**config.mk**
```make
export PLATFORM = sky130hd
export DESIGN_NAME = stepper_cmd_sched_flat
export DESIGN_NICKNAME = d
export VERILOG_FILES = /design/src/rtl/stepper_cmd_sched_if.sv /design/src/rtl/stepper_cmd_sched.sv /design/src/flat_wrapper.sv
export SDC_FILE = /design/constraint.sdc
export NUM_CORES = 1
export LEC_CHECK = 0
export ABC_AREA = 1
export BUFFER_PORTS_ARGS = -buffer_cell sky130_fd_sc_hd__buf_2
export CAP_MARGIN = 20
export CORE_ASPECT_RATIO = 1.2
export CORE_MARGIN = 4
export CORE_UTILIZATION = 47
export CTS_CLUSTER_SIZE = 30
export DETAILED_ROUTE_END_ITERATION = 8
export PLACE_DENSITY = 0.69
export SLEW_MARGIN = 20
export SYNTH_ARGS = -nofsm -noshare
export SYNTH_HDL_FRONTEND = slang
export SYNTH_SLANG_ARGS = --single-unit
```
**constraint.sdc**
```tcl
create_clock -name clk -period 3.09 [get_ports clk]
set_input_delay 0.309 -clock clk [delete_from_list [all_inputs] [get_ports clk]]
set_output_delay 0.309 -clock clk [all_outputs]
set_load 0.01 [all_outputs]
```
**src/rtl/stepper_cmd_sched_if.sv**
```systemverilog
// rtl/stepper_cmd_sched_if.sv - CPU IO-window bus between memory stage and stepper command scheduler
//
// Purpose: bundles the CPU-side load/store signals of the IO window.
// Signals:
//   io_we     store to IO space this cycle
//   io_re     load from IO space this cycle
//   mem_addr  CPU byte address
//   data_in   store data
//   data_out  load data (registered in the scheduler)
//   cmd_full  command FIFO full (registered in the scheduler)
// Modports: master = CPU side, slave = scheduler side.

interface stepper_cmd_sched_if;
  logic        io_we;
  logic        io_re;
  logic [31:0] mem_addr;
  logic [31:0] data_in;
  logic [31:0] data_out;
  logic        cmd_full;

  modport master (
    output io_we, io_re, mem_addr, data_in,
    input  data_out, cmd_full
  );

  modport slave (
    input  io_we, io_re, mem_addr, data_in,
    output data_out, cmd_full
  );
endinterface

```
**src/rtl/stepper_cmd_sched.sv**
```systemverilog
// rtl/stepper_cmd_sched.sv - queues CPU motion commands and issues them to the stepper one at a time
//
// Purpose: stores to the IO window push 32-bit motion commands into a FIFO;
// an FSM issues each command to the stepper, waits for busy to rise and fall,
// then issues the next. Loads return scheduler status or raw stepper status.
// Registers (selected by mem_addr[3:2] when mem_addr[IO_SEL_BIT]=1):
//   0 W: push command   R: {16'b0, count, 3'b0, paused, overflow, full, empty, engine_busy}
//   1 W: bit0 flush, bit1 pause (level), bit2 clear overflow   R: 0
//   2 R: step_status    3 R: 0
// Ports:
//   clk, reset      clock, synchronous active-high reset
//   bus             CPU IO-window bus (slave modport)
//   step_data       command word to stepper, held until the next issue
//   step_new_data   one-cycle issue strobe
//   step_status     stepper status, bit0 = busy
// Build option: STEPPER_SCHED_TIMEOUT_EN enables the ACK_TIMEOUT exit from WAIT_BUSY.

module stepper_cmd_sched #(
  parameter int DEPTH       = 4,
  parameter int ACK_TIMEOUT = 16,
  parameter int IO_SEL_BIT  = 12
) (
  input  logic                 clk,
  input  logic                 reset,
  stepper_cmd_sched_if.slave   bus,
  output logic [31:0]          step_data,
  output logic                 step_new_data,
  input  logic [31:0]          step_status
);

  localparam int AW = $clog2(DEPTH);
  localparam int CW = AW + 1;
  localparam logic [CW-1:0] FULL_CNT = CW'(DEPTH);

  typedef enum logic [1:0] {IDLE, ISSUE, WAIT_BUSY, WAIT_DONE} state_t;

  state_t          state, state_next;
  logic [31:0]     mem [DEPTH];
  logic [AW-1:0]   wr_ptr, rd_ptr;
  logic [CW-1:0]   count, count_next;
  logic            overflow, paused;
  logic            timed_out;
  logic [31:0]     rd_val, status;

  logic       sel, wr_fifo, wr_ctrl, rd_sel;
  logic [1:0] reg_idx;
  logic       empty, full, push, issue, flush, engine_busy;
  logic       unused_addr_bits;

  assign sel     = bus.mem_addr[IO_SEL_BIT];
  assign reg_idx = bus.mem_addr[3:2];
  assign wr_fifo = sel && bus.io_we && (reg_idx == 2'd0);
  assign wr_ctrl = sel && bus.io_we && (reg_idx == 2'd1);
  assign rd_sel  = sel && bus.io_re;
  assign unused_addr_bits = ^bus.mem_addr;

  assign empty       = (count == '0);
  assign full        = (count == FULL_CNT);
  // Acceptance looks only at the count at the start of the cycle, so a
  // push into a full FIFO is rejected even if ISSUE pops this cycle.
  assign push        = wr_fifo && !full;
  // A flush landing in the IDLE->ISSUE cycle can leave ISSUE with nothing
  // to pop; that ISSUE is then skipped instead of sending a stale word.
  assign issue       = (state == ISSUE) && !empty;
  assign flush       = wr_ctrl && bus.data_in[0];
  assign engine_busy = (state != IDLE);

  assign status = {16'b0, 8'(count), 3'b0, paused, overflow, full, empty, engine_busy};

`ifdef STEPPER_SCHED_TIMEOUT_EN
  localparam int TW = $clog2(ACK_TIMEOUT + 1);
  logic [TW-1:0] tmo_cnt;

  // Counts cycles spent in WAIT_BUSY; cleared in every other state.
  always_ff @(posedge clk) begin
    if (reset || state != WAIT_BUSY) tmo_cnt <= '0;
    else                             tmo_cnt <= tmo_cnt + 1'b1;
  end

  assign timed_out = (state == WAIT_BUSY) && (tmo_cnt == TW'(ACK_TIMEOUT - 1));
`else
  // Never true: without the timeout, WAIT_BUSY waits for busy indefinitely.
  assign timed_out = (ACK_TIMEOUT < 0);
`endif

  always_comb begin
    state_next = state;
    case (state)
      IDLE:      if (!empty && !paused && !step_status[0]) state_next = ISSUE;
      ISSUE:     state_next = issue ? WAIT_BUSY : IDLE;
      WAIT_BUSY: begin
        if (step_status[0])  state_next = WAIT_DONE;
        else if (timed_out)  state_next = IDLE;
      end
      WAIT_DONE: if (!step_status[0]) state_next = IDLE;
      default:   state_next = IDLE;
    endcase
  end

  always_comb begin
    count_next = count;
    if (flush) count_next = '0;
    else       count_next = count + CW'(push) - CW'(issue);
  end

  always_comb begin
    rd_val = '0;
    case (reg_idx)
      2'd0:    rd_val = status;
      2'd2:    rd_val = step_status;
      default: rd_val = '0;
    endcase
  end

  always_ff @(posedge clk) begin
    if (push) mem[wr_ptr] <= bus.data_in;
  end

  always_ff @(posedge clk) begin
    if (reset) begin
      state         <= IDLE;
      wr_ptr        <= '0;
      rd_ptr        <= '0;
      count         <= '0;
      overflow      <= 1'b0;
      paused        <= 1'b0;
      step_data     <= '0;
      step_new_data <= 1'b0;
      bus.data_out  <= '0;
      bus.cmd_full  <= 1'b0;
    end else begin
      state         <= state_next;
      count         <= count_next;
      bus.cmd_full  <= (count_next == FULL_CNT);
      step_new_data <= issue;
      if (issue) step_data <= mem[rd_ptr];
      // Flush drops queued entries only; an in-flight move carries on.
      if (flush) begin
        rd_ptr <= wr_ptr;
      end else begin
        if (push)  wr_ptr <= wr_ptr + 1'b1;
        if (issue) rd_ptr <= rd_ptr + 1'b1;
      end
      if (wr_fifo && full)                 overflow <= 1'b1;
      else if (wr_ctrl && bus.data_in[2])  overflow <= 1'b0;
      if (wr_ctrl) paused <= bus.data_in[1];
      if (rd_sel)  bus.data_out <= rd_val;
    end
  end

endmodule

```
**src/flat_wrapper.sv**
```systemverilog
// flat-port wrapper written by rule: the top's interface ports become plain ports
module stepper_cmd_sched_flat 
#(
  parameter int DEPTH       = 4,
  parameter int ACK_TIMEOUT = 16,
  parameter int IO_SEL_BIT  = 12
)
  (clk, reset, step_data, step_new_data, step_status, bus_io_we, bus_io_re, bus_mem_addr, bus_data_in, bus_data_out, bus_cmd_full);
  stepper_cmd_sched_if bus_i ();
  input  logic clk;
  input  logic reset;
  output logic [31:0] step_data;
  output logic step_new_data;
  input  logic [31:0] step_status;
  input wire logic [$bits(bus_i.io_we)-1:0] bus_io_we;
  input wire logic [$bits(bus_i.io_re)-1:0] bus_io_re;
  input wire logic [$bits(bus_i.mem_addr)-1:0] bus_mem_addr;
  input wire logic [$bits(bus_i.data_in)-1:0] bus_data_in;
  output wire logic [$bits(bus_i.data_out)-1:0] bus_data_out;
  output wire logic [$bits(bus_i.cmd_full)-1:0] bus_cmd_full;
  assign bus_i.io_we = bus_io_we;
  assign bus_i.io_re = bus_io_re;
  assign bus_i.mem_addr = bus_mem_addr;
  assign bus_i.data_in = bus_data_in;
  assign bus_data_out = bus_i.data_out;
  assign bus_cmd_full = bus_i.cmd_full;
  stepper_cmd_sched #(.DEPTH(DEPTH), .ACK_TIMEOUT(ACK_TIMEOUT), .IO_SEL_BIT(IO_SEL_BIT)) u_core (.clk(clk), .reset(reset), .bus(bus_i), .step_data(step_data), .step_new_data(step_new_data), .step_status(step_status));
endmodule
```
==> metrics.txt <==
setup bufs post-CTS 0; Initial DRT Pass Iterations 4; Clk network pwr share 45.5%; post-route setup TNS 0 ns; Seq cells post-synth 205; family with the most delay on the worst path simple AND/OR/NAND/NOR gates; Congestion Overflow GR 0; Worst EP arrival 2.32 ns; core box area 0.0163 mm^2; Final Cycle Share 68.9%; worst path bufs/invs 1; Routed Wire Length 16.8 mm; commonest cells after routing, fill and taps aside 202 x nor2_1, 136 x buf_2, 128 x edfxtp_1; CP Launch Type flip-flop; Total GRT Usage 17.6%; fraction of layout instances using a drive strength above 1 21.7%; CTS clk-pin slew, worst paths 0.06 ns; status finished, final reports clean; Layout Utilization 57.8%; WHS Endpoint u_core.mem[3][7]$_DFFE_PP_; Initial DRC Count 390; clk buf depth 3; Row Count 51; P_int 0.00461 W; vias in the first global route 5472; Nets 1003; RSZ-0062 raised after global routing false; Max H-tree Level 1; Num Clock Sinks 205; CTS buffer count 21; Wirelength per Cell 15.0 um; IO Count 166; cell with the largest stage delay on the worst path nor2_4; DR DRC count 0; area grow syn2layout 19.9%; final worst path period need 2.13 ns; CP Class flip-flop to flip-flop; Skew-Pair Late Insertion Delay 0.49 ns; syn_nets 873; static leakage 3.82 nW; Cell variety after synth 24; combinational power share 3.3%; worst reg2reg path depth 5; Hold Path Stages 1; most common cell after layout, fill and taps aside nor2_1; Die X 126 um; switch share 19.7%; Min Hold Slack 0.0307 ns; endpoints failing setup 0; Worst R2R Start u_core.count[1]$_SDFF_PP0_; Slew headroom 41.5%; Flop pwr share 51.2%; R2R setup slack 0.96 ns; maximum operating frequency 0.470 GHz; Buffers on Ports 136; Max IR drop VDD 0.357 mV; Final Hold Violating Endpoints 0; clock tree from TritonCTS done; Hold Path Class primary input to flip-flop; Starting Density 48.2%; routed vias/inst 4.98; Die Height 150 um; post_cts resized 0; number of fillers in the final layout 1454; final instance area 0.00945 mm^2; Critical Path, Cell by Cell nor2_4, nand2_1, nand2_1, nor2_4, buf_4; measured slew at the worst slew-check pin 0.877 ns; gpl congestion 0.727; Final Skew 0.00581 ns; Total Power 0.00574 W; power per cell area 607 mW/mm^2; HPWL Detailed 10.1 mm; register area share after synthesis 68.4%; largest net degree at the start of global routing 67; maxcap violations 0; total number of vias 5592; HP Start bus_data_in[7]; Diodes inserted 0; first-pass GRT wire length 27.1 mm; CTS hold repair buffers 0; Max stage delay on crit path 0.60 ns; post-synthesis cell count 766; Detail Route Antenna Nets 0; root buffer cell clkbuf_16; CP max FO 18; initial antenna violation count 1; DP Area 0.00872 mm^2; DIE AREA 0.0189 mm^2; synthesized area 0.00788 mm^2; worst reg2reg endpoint u_core.mem[1][7]$_DFFE_PP_; CP endpoint kind flip-flop; Synth Area per Inst 10.3 um^2; Yosys warnings 0; Sw Pwr 0.00113 W; Slew Limit Fails 0; CP required 3.29 ns
==> how the worst max path moves through the flow <==
stage | startpoint | endpoint | depth (start not counted)
global route | u_core.count[1]$_SDFF_PP0_ | u_core.mem[1][10]$_DFFE_PP_ | 5
detailed placement | bus_mem_addr[2] | u_core.mem[1][11]$_DFFE_PP_ | 7
floorplan | u_core.count[1]$_SDFF_PP0_ | u_core.mem[0][0]$_DFFE_PP_ | 4
CTS | u_core.count[1]$_SDFF_PP0_ | u_core.mem[1][10]$_DFFE_PP_ | 5
global placement | bus_mem_addr[2] | u_core.mem[1][11]$_DFFE_PP_ | 7
finish | u_core.count[1]$_SDFF_PP0_ | u_core.mem[1][7]$_DFFE_PP_ | 5
==> stage by stage <==
stage	cells	setup WS (ns)
floorplan	766	0.563
global placement	1085	0.796
detailed placement	1085	0.789
global route	1123	0.821
CTS	1123	0.924
finish	1123	0.962
==> kinds of logic (layout without fill, tap and decap cells) <==
logic type               after synthesis  after routing  share of synthesized area, %
AND/OR/NAND/NOR                      348            348                          17.1
buffers and inverters                 66            211                          4.27
AO/OA/AOI/OAI                        139            139                          8.96
XOR/XNOR                               1              1                         0.111
flip-flops                           205            205                          68.4
adder cells (fa/ha/maj)                7              7                          1.21
==> synthesized netlist by cell type <==
master      n  area, um^2
xnor2_1     1        8.76
inv_1      19        71.3
nand2_1   127         477
fa_1        1        20.0
nor2_4      1        11.3
o21ai_1    80         400
a31oi_1     8        50.1
a21oi_1    30         150
buf_6       7        78.8
o21ai_0    21         105
buf_2      20         100
nor2_1    207         777
nor3_1      3        15.0
nand3_1     6        30.0
nand2_4     2        22.5
nor2_2      1        6.26
or2_1       1        6.26
clkbuf_1    7        26.3
dfxtp_1    77        1540
ha_1        6        75.1
buf_4       3        22.5
inv_2       6        22.5
buf_1       4        15.0
edfxtp_1  128        3840
==> sequential cells by signal, indices dropped and copies added (netlist names), 2 cells and up, named ones only <==
signal and flops:
u_core.wr_ptr 2, u_core.step_data 32, u_core.bus.data_out 32, u_core.rd_ptr 2
u_core.mem 128, u_core.count 3
==> final cells by class <==
cell class              instances  area [um^2]  area share, %
clock buffers                  28          593           6.28
multi-input cells             495         2190           23.2
inverters                      25         95.1           1.01
well taps                     212          265           2.81
clock inverters                10          135           1.43
repair buffers                148          783           8.29
flip-flops and latches        205         5390           57.0
==> layer usage <==
| layer | track usage, % | vias up | part of all wire, % |
|---|---|---|---|
| met5 | 0 | - | 0.077 |
| met4 | 4.72 | 2 | 1.4 |
| met3 | 4.21 | 21 | 7.0 |
| met2 | 31.5 | 155 | 51 |
| met1 | 21.4 | 2597 | 40 |
| li1 | - | 2817 | - |
==> power by group through the flow <==
stage               Sequential [W]  Clock [W]  Combinational, W
floorplan                  0.00300          0         0.0000871
global placement           0.00299          0          0.000185
detailed placement         0.00300          0          0.000190
CTS                        0.00294    0.00266          0.000191
global route               0.00294    0.00278          0.000214
finish                     0.00294    0.00261          0.000188
(Power assumes the default switching activity.)
